File: src/rtl/vga_text_renderer.sv
// rtl/vga_text_renderer.sv - 640x480 text-mode VGA renderer fed by screen RAM and font ROM
module vga_text_renderer #(
  parameter int          H_VIS       = 640,
  parameter int          H_FP        = 16,
  parameter int          H_SYNC      = 96,
  parameter int          H_BP        = 48,
  parameter int          V_VIS       = 480,
  parameter int          V_FP        = 10,
  parameter int          V_SYNC      = 2,
  parameter int          V_BP        = 33,
  parameter logic [11:0] FG_COLOR    = 12'hFFF,
  parameter logic [11:0] BG_COLOR    = 12'h000,
  parameter logic [11:0] CURSOR_ADDR = 12'd2485,
  parameter int          BLINK_LOG2  = 5
) (
  input  logic        clk,
  input  logic        rst_n,
  output logic [11:0] ram_addr,
  input  logic [7:0]  ram_data,
  output logic [11:0] font_addr,
  input  logic [7:0]  font_data,
  output logic [11:0] rgb,
  output logic        hsync,
  output logic        vsync,
  output logic        frame_start
);

  localparam int H_TOT = H_VIS + H_FP + H_SYNC + H_BP;
  localparam int V_TOT = V_VIS + V_FP + V_SYNC + V_BP;
  localparam logic [9:0] H_LAST   = 10'(H_TOT - 1);
  localparam logic [9:0] V_LAST   = 10'(V_TOT - 1);
  localparam logic [9:0] H_VIS_W  = 10'(H_VIS);
  localparam logic [9:0] V_VIS_W  = 10'(V_VIS);
  localparam logic [9:0] HS_FIRST = 10'(H_VIS + H_FP);
  localparam logic [9:0] HS_LAST  = 10'(H_VIS + H_FP + H_SYNC - 1);
  localparam logic [9:0] VS_FIRST = 10'(V_VIS + V_FP);
  localparam logic [9:0] VS_LAST  = 10'(V_VIS + V_FP + V_SYNC - 1);

  logic [9:0]          h_cnt, v_cnt;
  logic [BLINK_LOG2:0] blink_cnt;
  logic                h_last, v_last, visible, hs_raw, vs_raw, origin;

  // stage 1 registers (one clock behind the counters)
  logic       vis_d1, hs_d1, vs_d1, org_d1, cur_d1;
  logic [2:0] col_d1;
  logic [3:0] row_d1;
  // stage 2 registers (two clocks behind the counters)
  logic       vis_d2, hs_d2, vs_d2, org_d2, cur_d2;
  logic [2:0] col_d2;
  logic       pix_bit, invert;

  // raster position decode and screen RAM address
  always_comb begin
    h_last   = (h_cnt == H_LAST);
    v_last   = (v_cnt == V_LAST);
    visible  = (h_cnt < H_VIS_W) && (v_cnt < V_VIS_W);
    hs_raw   = !((h_cnt >= HS_FIRST) && (h_cnt <= HS_LAST));
    vs_raw   = !((v_cnt >= VS_FIRST) && (v_cnt <= VS_LAST));
    origin   = (h_cnt == 10'd0) && (v_cnt == 10'd0);
    ram_addr = visible ? {v_cnt[8:4], h_cnt[9:3]} : 12'd0;
  end

  // horizontal/vertical raster counters and free-running frame counter for blink
  always_ff @(posedge clk or negedge rst_n) begin
    if (!rst_n) begin
      h_cnt     <= 10'd0;
      v_cnt     <= 10'd0;
      blink_cnt <= '0;
    end else if (h_last) begin
      h_cnt <= 10'd0;
      if (v_last) begin
        v_cnt     <= 10'd0;
        blink_cnt <= blink_cnt + 1'b1;
      end else begin
        v_cnt <= v_cnt + 10'd1;
      end
    end else begin
      h_cnt <= h_cnt + 10'd1;
    end
  end

  // carry position attributes alongside the RAM read; cursor match taken from the issued address
  always_ff @(posedge clk or negedge rst_n) begin
    if (!rst_n) begin
      vis_d1 <= 1'b0;
      hs_d1  <= 1'b1;
      vs_d1  <= 1'b1;
      org_d1 <= 1'b0;
      cur_d1 <= 1'b0;
      col_d1 <= 3'd0;
      row_d1 <= 4'd0;
    end else begin
      vis_d1 <= visible;
      hs_d1  <= hs_raw;
      vs_d1  <= vs_raw;
      org_d1 <= origin;
      cur_d1 <= (ram_addr == CURSOR_ADDR);
      col_d1 <= h_cnt[2:0];
      row_d1 <= v_cnt[3:0];
    end
  end

  // glyph row lookup; held at zero outside the visible area so reset and blanking are quiet
  always_comb begin
    font_addr = vis_d1 ? {ram_data, row_d1} : 12'd0;
  end

  // carry attributes alongside the font ROM read
  always_ff @(posedge clk or negedge rst_n) begin
    if (!rst_n) begin
      vis_d2 <= 1'b0;
      hs_d2  <= 1'b1;
      vs_d2  <= 1'b1;
      org_d2 <= 1'b0;
      cur_d2 <= 1'b0;
      col_d2 <= 3'd0;
    end else begin
      vis_d2 <= vis_d1;
      hs_d2  <= hs_d1;
      vs_d2  <= vs_d1;
      org_d2 <= org_d1;
      cur_d2 <= cur_d1;
      col_d2 <= col_d1;
    end
  end

  // pick the pixel out of the glyph row (bit 7 is leftmost) and apply cursor blink inversion
  always_comb begin
    pix_bit = font_data[3'd7 - col_d2];
    invert  = cur_d2 & blink_cnt[BLINK_LOG2];
  end

  // registered outputs; blanking forces black regardless of glyph or cursor
  always_ff @(posedge clk or negedge rst_n) begin
    if (!rst_n) begin
      rgb         <= 12'h000;
      hsync       <= 1'b1;
      vsync       <= 1'b1;
      frame_start <= 1'b0;
    end else begin
      if (!vis_d2) begin
        rgb <= 12'h000;
      end else if (pix_bit ^ invert) begin
        rgb <= FG_COLOR;
      end else begin
        rgb <= BG_COLOR;
      end
      hsync       <= hs_d2;
      vsync       <= vs_d2;
      frame_start <= org_d2;
    end
  end

endmodule

File: config.mk
export PLATFORM = sky130hd
export DESIGN_NAME = vga_text_renderer
export DESIGN_NICKNAME = d
export VERILOG_FILES = /design/src/rtl/vga_text_renderer.sv
export SDC_FILE = /design/constraint.sdc
export NUM_CORES = 1
export LEC_CHECK = 0
export CELL_PAD_IN_SITES_DETAIL_PLACEMENT = 0
export CELL_PAD_IN_SITES_GLOBAL_PLACEMENT = 2
export CORE_AREA = 8 8 98 100
export CTS_CLUSTER_SIZE = 10
export DETAILED_ROUTE_END_ITERATION = 10
export DIE_AREA = 0 0 106 108
export GPL_TIMING_DRIVEN = 0
export PLACE_DENSITY_LB_ADDON = 0.1
export SLEW_MARGIN = 10
export SYNTH_ARGS = -nofsm -noshare
export SYNTH_HDL_FRONTEND = slang
export SYNTH_SLANG_ARGS = --single-unit
File: constraint.sdc
create_clock -name clk -period 2.4 [get_ports clk]
set_input_delay 0.48 -clock clk [delete_from_list [all_inputs] [get_ports clk]]
set_output_delay 0.48 -clock clk [all_outputs]
set_load 0.05 [all_outputs]
==> summary.txt <==
startpoint types: input port
Max Buffers Root-to-Sink: 2
Die Height: 108 um
GRT Resource Usage Total: 0.106
drt via density: 4.54
clock latency on the worst-skew pair: 0.31 ns
DR WL/cell: 15.0 um
leading register cell type out of synthesis: dfrtp_1
Switching Share: 0.240
launching point of the worst reg2reg path: h_cnt[0]
post-synthesis sequential area ratio: 0.533
cts bufs inserted: 5
layout cell share with drive strength beyond 1: 0.217
Worst Setup SP: ram_data[7]
sequential share of power: 0.526
ANT nets after route: 0
Fmax: 428 MHz
first-pass GRT wire length: 9.84 mm
vias in the first global route: 1860
clk sinks: 50
crit path kind: in -> out
CP arrival: 1.86 ns
Final min period: 2.34 ns
Non-Filler Instances: 386
Slew headroom: 0.539
flop-to-flop setup slack: 0.24 ns
drt first-iter violations: 59
Multi-input gate area: 965 um^2
fill count: 846
dpl hpwl: 4.27 mm
Setup Viol. Count Final: 0
worst slew pin tran: 0.681 ns
clock network fraction of total power: 0.375
setup TNS: 0 ns
crit-path max FO: 1
RSZ-0062 raised after global routing: no
Yosys cell types: 41
row count: 33
core area: 8050 um^2
Pwr per Cell Area: 502 nW/um^2
TritonCTS clock tree: built
Vias: 1751
NetSw: 386 uW
outcome: finished clean
power share of the combinational group: 0.099
Nets: 303
worst min path class: in -> async
Internal: 1220 uW
skew final: 0.00933 ns
number of flops mapped to enable cells by yosys: 0
DRC: 0
Ant. Diodes: 0
cell area after layout: 3200 um^2
grt total ovfl: 0
average cell area after synthesis: 11.0 um^2
cell area after placement: 3070 um^2
Post-Route WL: 5.80 mm
Starting Density: 0.293
IO Count: 57
Mapped Nets: 238
clock slew at reported path FFs: 0.10 ns
First-pass DRT Iterations: 4
cell leakage power: 0.00155 uW
Reg2Reg Depth: 6
register area: 1260 um^2
Post-Synthesis Cells: 215
Root Driver: clkbuf_8
RePlAce Congestion: 0.725
max cap viols: 0
Port Buffers: 56
RR Endpoint: blink_cnt[1]
CP required: 1.92 ns
Final period util: 0.973
Critical Path Sink: font_addr[11]
DP Cell Count: 377
Yosys reg bits: 50
Synth-to-Final Area Change: 35.6%
VDD IR max: 0.183 mV
Hold Vio Cnt, Final: 0
yosys warns: 0
share of synthesized registers carrying an async set or reset: 1.00
element type at the critical path end: primary output
antenna violations before repair: 0
synthesized area: 2360 um^2
Die ar.: 11400 um^2
largest net degree at the start of global routing: 36
die width: 106 um
Slew Limit Fails: 0
CTS HTree Levels: 2
worst max-delay path: stages:
cell	delay, ns
clkdlybuf4s50_1	0.45
and2_1	0.12
clkdlybuf4s50_1	0.80
layout make-up:
class,instances,share of cell area
Sequential cell,50,0.394
Timing Repair Buffer,60,0.183
Tap cell,105,0.0410
Buffer,17,0.0371
Clock inverter,3,0.0137
Inverter,7,0.00821
Clock buffer,5,0.0215
Multi-Input combinational cell,139,0.301
layout by cell type (no fill, tap or decap), drive strengths merged, types with 2 or more instances in the layout:
cell type,count
nor2,16
and2,23
xor2,13
buf,30
dlygate4sd2,10
nand3,11
nand4,7
dfstp,6
dlymetal6s2s,8
mux2,2
nor4,5
dfrtp,44
clkbuf,7
mux4,2
nand2,11
a21oi,2
nor3,8
nor4b,2
xnor2,4
clkdlybuf4s50,25
inv,8
or3,2
and3,5
o21ai,6
and4,4
or2,2
ha,5
Yosys cell counts, types with 4 or more instances:
cell type	instances	area share
xnor2_1	4	0.015
and2_1	23	0.061
o21ai_1	4	0.0085
clkbuf_1	5	0.0079
nand3_1	10	0.021
nand2_1	11	0.017
nor2_1	15	0.024
ha_1	5	0.026
and3_1	5	0.013
dfstp_2	6	0.067
nor4_1	5	0.013
xor2_1	13	0.048
and4_1	4	0.015
inv_1	7	0.011
nand4_1	7	0.019
buf_4	11	0.035
nor3_1	7	0.015
dfrtp_1	44	0.47
sequential cells by signal, summed over array words and instances, names as in the netlist:
name / flops
h_cnt: 10
v_cnt: 10
blink_cnt: 6
row_d1: 4
col_d1: 3
col_d2: 3
cur_d1: 1
cur_d2: 1
frame_start: 1
hs_d1: 1
hs_d2: 1
hsync: 1
org_d1: 1
org_d2: 1
rgb: 1
vis_d1: 1
vis_d2: 1
vs_d1: 1
vs_d2: 1
vsync: 1
power groups by stage:
| stage | combinational [uW] | clock, uW | sequential [uW] |
|---|---|---|---|
| 5_1_grt | 171 | 661 | 847 |
| 2_1_floorplan | 83.2 | 0 | 865 |
| 6_report | 160 | 603 | 846 |
| 3_3_place_gp | 165 | 0 | 862 |
| 3_5_place_dp | 169 | 0 | 862 |
| 4_1_cts | 165 | 637 | 846 |
layer usage:
| layer | up-vias | GRT usage | part of all wire |
|---|---|---|---|
| li1 | 859 | - | - |
| met1 | 829 | 0.144 | 0.50 |
| met2 | 57 | 0.159 | 0.43 |
| met3 | 6 | 0.0321 | 0.062 |
| met4 | 0 | 0.0302 | 0.011 |
| met5 | - | 0 | 0 |
worst min-delay path by stage:
stage / end / depth (start not counted) / slack [ns]
2_1_floorplan: blink_cnt[0] / 0 / 0.18
4_1_cts: h_cnt[7] / 1 / 0.09
5_1_grt: h_cnt[0] / 1 / 0.11
6_report: h_cnt[7] / 1 / 0.09
3_3_place_gp: col_d2[2] / 0 / 0.33
3_5_place_dp: org_d2 / 0 / 0.33
kinds of logic (layout without fill, tap and decap cells):
logic type	after synthesis	after routing	share of synthesized area
and+or+nand+nor	98	98	0.244
DFF	50	50	0.533
buffers and inverters	26	92	0.0631
xor gates and xnor gates	17	17	0.0631
AOI/OAI and AO/OA	14	14	0.0376
adders and majority gates	5	5	0.0265
muxes	5	5	0.0329
timing repair:
action,in CTS,in global routing
endpoints found under the setup margin,22,20
pin swaps,1,1
buffers inserted,0,2
gates cloned,1,0
resized for setup,84,13
hold buffers,0,0
metrics by stage:
| step | worst slack [ns] | hold WS (ns) | utilization | power (uW) |
|---|---|---|---|---|
| 2_1_floorplan | -0.334 | 0.184 | - | 948 |
| 3_3_place_gp | -0.690 | 0.332 | 0.379 | 1030 |
| 3_5_place_dp | -0.548 | 0.335 | 0.381 | 1030 |
| 4_1_cts | 0.00377 | 0.0890 | 0.392 | 1650 |
| 5_1_grt | 0.00312 | 0.112 | 0.398 | 1680 |
| 6_report | 0.0649 | 0.0863 | 0.398 | 1610 |
Power figures use the tool's default switching activity.
